==> config.mk <==
export PLATFORM = sky130hd
export DESIGN_NAME = branch_predictor
export DESIGN_NICKNAME = d
export VERILOG_FILES = /design/src/rtl/branch_predictor_pkg.sv /design/src/rtl/branch_predictor_sat_counter2.sv /design/src/rtl/branch_predictor.sv
export SDC_FILE = /design/constraint.sdc
export NUM_CORES = 2
export LEC_CHECK = 0
export ABC_AREA = 1
export CORE_UTILIZATION = 32
export CTS_BUF_LIST = sky130_fd_sc_hd__clkbuf_8
export DETAILED_ROUTE_END_ITERATION = 10
export GPL_TIMING_DRIVEN = 1
export HOLD_SLACK_MARGIN = 0.03
export SLEW_MARGIN = 10
export SYNTH_ARGS = -nofsm -noshare
export SYNTH_HDL_FRONTEND = slang
export SYNTH_SLANG_ARGS = --single-unit
==> constraint.sdc <==
create_clock -name CLK -period 3.1 [get_ports CLK]
set_clock_uncertainty 0.2 [all_clocks]
set_input_delay 0.62 -clock CLK [delete_from_list [all_inputs] [get_ports CLK]]
set_output_delay 0.62 -clock CLK [all_outputs]
set_load 0.02 [all_outputs]
==> src/rtl/branch_predictor_pkg.sv <==
// rtl/branch_predictor_pkg.sv - shared types for the BTB branch predictor
package branch_predictor_pkg;

    typedef logic [1:0] ctr_t;

    localparam ctr_t STRONG_NT = 2'b00;
    localparam ctr_t WEAK_NT   = 2'b01;
    localparam ctr_t WEAK_T    = 2'b10;
    localparam ctr_t STRONG_T  = 2'b11;

    // Tag field is sized for the smallest index; unused upper bits stay zero.
    localparam int TAG_W = 30;

    typedef struct packed {
        logic             valid;
        logic [TAG_W-1:0] tag;
        logic [31:0]      target;
        ctr_t             ctr;
    } btb_entry_t;

endpackage

==> src/rtl/branch_predictor_sat_counter2.sv <==
// rtl/branch_predictor_sat_counter2.sv - 2-bit saturating up/down counter step
module sat_counter2
    import branch_predictor_pkg::*;
(
    input  ctr_t cur,
    input  logic up,
    output ctr_t nxt
);

    always_comb begin
        nxt = cur;
        if (up) begin
            if (cur != STRONG_T) nxt = cur + 2'd1;
        end else begin
            if (cur != STRONG_NT) nxt = cur - 2'd1;
        end
    end

endmodule

==> src/rtl/branch_predictor.sv <==
// rtl/branch_predictor.sv - direct-mapped BTB with 2-bit counters, trained in MEM
module branch_predictor
    import branch_predictor_pkg::*;
#(
    parameter int BTB_ENTRIES = 16
) (
    input  logic        CLK,
    input  logic        nRST,
    input  logic [31:0] IFpc,
    output logic        predtaken,
    output logic [31:0] predtarget,
    input  logic        MMbranch,
    input  logic        MMupdate,
    input  logic [31:0] MMpc,
    input  logic        MMtaken,
    input  logic [31:0] MMtarget,
    input  logic        MMpredtaken,
    input  logic [31:0] MMpredtarget,
    output logic        mispredict,
    output logic [31:0] correctpc,
    output logic [31:0] brcount,
    output logic [31:0] misscount
);

    localparam int IDX_W = $clog2(BTB_ENTRIES);

    btb_entry_t btb [BTB_ENTRIES];

    logic [IDX_W-1:0] if_idx, mm_idx;
    logic [TAG_W-1:0] if_tag, mm_tag;
    btb_entry_t       if_ent, mm_ent;
    logic             if_hit, mm_hit, train;
    ctr_t             mm_ctr_nxt;
    logic             unused_pc_lsbs;

    assign unused_pc_lsbs = ^{IFpc[1:0], MMpc[1:0]};

    assign if_idx = IFpc[IDX_W+1:2];
    assign mm_idx = MMpc[IDX_W+1:2];
    assign if_tag = TAG_W'(IFpc[31:IDX_W+2]);
    assign mm_tag = TAG_W'(MMpc[31:IDX_W+2]);

    assign if_ent = btb[if_idx];
    assign mm_ent = btb[mm_idx];
    assign if_hit = if_ent.valid && (if_ent.tag == if_tag);
    assign mm_hit = mm_ent.valid && (mm_ent.tag == mm_tag);

    assign predtaken  = if_hit && if_ent.ctr[1];
    assign predtarget = predtaken ? if_ent.target : IFpc + 32'd4;

    // Held low during reset so the hazard unit never redirects out of reset.
    assign mispredict = nRST && MMbranch &&
                        ((MMtaken != MMpredtaken) || (MMtaken && (MMtarget != MMpredtarget)));
    assign correctpc  = MMtaken ? MMtarget : MMpc + 32'd4;

    assign train = MMbranch && MMupdate;

    sat_counter2 u_ctr (
        .cur (mm_ent.ctr),
        .up  (MMtaken),
        .nxt (mm_ctr_nxt)
    );

    always_ff @(posedge CLK or negedge nRST) begin
        if (!nRST) begin
            for (int i = 0; i < BTB_ENTRIES; i++) begin
                btb[i] <= '{valid: 1'b0, tag: '0, target: '0, ctr: WEAK_NT};
            end
        end else if (train) begin
            if (mm_hit) begin
                btb[mm_idx].ctr <= mm_ctr_nxt;
                if (MMtaken) btb[mm_idx].target <= MMtarget;
            end else if (MMtaken) begin
                btb[mm_idx] <= '{valid: 1'b1, tag: mm_tag, target: MMtarget, ctr: WEAK_T};
            end
        end
    end

    always_ff @(posedge CLK or negedge nRST) begin
        if (!nRST) begin
            brcount   <= '0;
            misscount <= '0;
        end else if (train) begin
            if (brcount != '1) brcount <= brcount + 32'd1;
            if (mispredict && (misscount != '1)) misscount <= misscount + 32'd1;
        end
    end

endmodule

==> metrics.yaml <==
final_cell_mix: "1,941 x nand2_1, 1,024 x dfrtp_1, 1,020 x o21ai_0"
grt_pass1_vias: 56039
path_max_fanout: 5
whs_ps: 21.9
power.leakage_nw: 37.4
violations: "setup timing"
worstHoldEndpoint: "btb[402]"
fin_crit_ps: 4440
synth_compound_area_frac: 0.200
avgRoutedWirePerCell_microns: 22.7
final_common_cell: "nand2_1"
cts_sinks: 1040
io_buffers: 263
timing.final.max_slew_violations: 0
min_period_over_period: 1.43
layout_setup_ws_ps: -1340
grt_max_degree: 174
r2r_cells: 19
clock_latency_ps: 970
synth.distinct_cells: 51
drtPass1Iterations: 6
synthArstFlopShare: 1.00
layout.nets: 8961
fp.coreArea_sq_mm: 0.175
grt_usage: 0.271
dp_hpwl_mm: 168
clock_path_buffers: 3
via_count: 59206
grt.busiest_layer: "met2"
synthSimpleGateAreaFrac: 0.226
use_met3: 0.0460
cts_buffers: 188
reg2reg_from: "btb[55]"
synth_top_family_by_area: "simple AND/OR/NAND/NOR gates"
grt_util_met1: 0.336
design.die.area_sq_mm: 0.178
ff2ff_setup_slack_ps: -10
gr-usage-met2: 0.427
clock.fmax_mhz: 225
ys_ff_latch: 1040
status: "complete, but fails checks"
rows: 153
worst_setup_path_end_kind: "primary output"
wirelength_mm: 257
netlist_area_sq_mm: 0.0564
tightest_slew_ps: 1000
syn-num-nets: 7905
synth_adder_area_share: 0.00177
post_synth.cell_area_avg_sq_um: 7.27
ir_worst_vdd_mv: 0.425
syn_inst: 7763
start_kind: "register"
cts_tree: "built"
dp_slack_ps: -2140
hold_viol: 0
start_util: 0.323
ant_nets: 0
synth_mux_area_frac: 0
powerDensity_mw_per_mm2: 508
finalSetupViolCount: 252
grt-ovfl-total: 0
cts_root_buffer: "clkbuf_8"
r2r_end: "btb[430]"
drv_cap: 0
ys_seq_area_frac: 0.461
power_mw: 39.5
fp.dieH_microns: 422
htree_levels: 4
grt_pass1_wl_mm: 364
synth_xor_area_frac: 0.0180
worstHoldPathCells: 4
clk_pin_slew_worst_paths_ps: 60
drt_iter0_drc: 6048
ys.flop_type: "dfrtp_1"
ios: 264
max_slew_margin: 0.332
arrival_ps: 3620
drc_errors: 0
final_layout_size_suffix_gt1_frac: 0.220
dieWidth_microns: 422
area_growth_pct: 37.7
hold_path.startpoint: "MMtarget[10]"
ys_warn_count: 0
synth-edff-count: 0
rsz0062_at_grt: "yes"
vias_per_cell: 5.24
gp_congestion: 0.998
tns_ps: -55650
crit_type: "reg -> out"
worstPathRequired_ps: 2280
antenna_found_initial: 5
hold_class: "in -> reg"
-- worst max-delay path, stage by stage, from the launching register on --
cell,delay [ps]
dfrtp_1,400
inv_2,60
a21oi_1,50
o21ai_0,70
nand3_1,220
nand3_1,210
nand2_1,90
nand2_2,90
nand2_1,70
nor2_2,160
nand4_1,170
nor2_4,210
nand2_8,120
buf_8,160
buf_16,140
o21ai_4,300
buf_12,160
-- synthesized netlist by cell type (4+ instances only) --
| cell type | n | area [sq um] |
|---|---|---|
| inv_1 | 690 | 2590 |
| a31oi_1 | 4 | 25.0 |
| o211ai_1 | 50 | 375 |
| nor4_1 | 22 | 138 |
| nand3_2 | 7 | 70.1 |
| buf_6 | 6 | 67.6 |
| a32o_1 | 27 | 270 |
| nand2_4 | 11 | 124 |
| dfstp_2 | 16 | 420 |
| nor3_2 | 4 | 40.0 |
| dfrtp_1 | 1024 | 25600 |
| a21oi_1 | 600 | 3000 |
| o21ai_0 | 1135 | 5680 |
| nor2_1 | 544 | 2040 |
| inv_2 | 10 | 37.5 |
| nand2_2 | 4 | 25.0 |
| clkinv_1 | 8 | 30.0 |
| nand3_1 | 322 | 1610 |
| o21ai_1 | 302 | 1510 |
| ha_1 | 8 | 100 |
| buf_4 | 47 | 353 |
| nand2_1 | 2064 | 7750 |
| nor3_1 | 61 | 305 |
| xor2_1 | 87 | 762 |
| xnor2_1 | 29 | 254 |
| clkbuf_1 | 306 | 1150 |
| buf_2 | 142 | 711 |
| nand3b_1 | 6 | 45.0 |
| a21o_1 | 5 | 37.5 |
| o22ai_1 | 40 | 250 |
| buf_1 | 73 | 274 |
| nand4_1 | 75 | 469 |
-- registers in the layout, summed over array words and instances (netlist names) --
name	flops
brcount	32
misscount	32
btb	976
-- power breakdown --
part           internal, mW  total [mW]  switching (mW)
clock                  7.08        13.4            6.31
combinational          3.93        9.43            5.50
sequential             15.6        16.7            1.05
total                  26.6        39.5            12.9
-- cell type report --
class | instances | area (sq um)
Antenna cell | 12 | 30.0
Clock buffer | 231 | 3180
Clock inverter | 105 | 639
Fill cell | 17207 | 96800
Inverter | 708 | 2750
Multi-Input combinational cell | 5437 | 27300
Sequential cell | 1040 | 26000
Tap cell | 2325 | 2910
Timing Repair Buffer | 1444 | 14900
-- worst max path at each step --
stage                      to     start  slack [ps]  cells after the start
2_1_floorplan   correctpc[29]   MMpc[2]        -330                     19
3_3_place_gp   predtarget[16]   IFpc[2]       -2140                     12
3_5_place_dp   predtarget[16]   IFpc[2]       -2140                     12
4_1_cts        predtarget[16]   IFpc[2]       -1350                     12
5_1_grt         predtarget[9]  btb[883]       -1450                     16
6_report        predtarget[9]  btb[956]       -1340                     16
-- logic make-up after synthesis --
family | Yosys count
fa+ha+maj | 8
flops | 1040
simple gates | 3134
xor+xnor | 116
compound gates | 2179
buf+inv | 1286
-- repair_timing --
| item | in CTS | in global routing |
|---|---|---|
| pin swaps | 106 | 170 |
| gates cloned | 10 | 27 |
| endpoints found under the setup margin | 514 | 511 |
| buffers inserted | 62 | 66 |
| hold endpoints to repair | 558 | 136 |
| gates resized for setup | 612 | 392 |
| hold buffers | 4 | 22 |
-- metrics by stage --
step | area [sq um] | instances | utilization
6_report | 77700 | 11302 | 0.445
5_1_grt | 77700 | 11291 | 0.445
4_1_cts | 75300 | 11194 | 0.431
3_5_place_dp | 69600 | 10788 | 0.398
3_3_place_gp | 69600 | 10788 | 0.398
2_1_floorplan | 57300 | 7763 | -
-- routing by layer --
metal  vias to the layer above  wire (microns)
met3                       713           19800
met5                         -               9
met2                      2654          115000
li1                      27492               -
met4                         2           21300
met1                     28345          101000
Power figures use the tool's default switching activity.
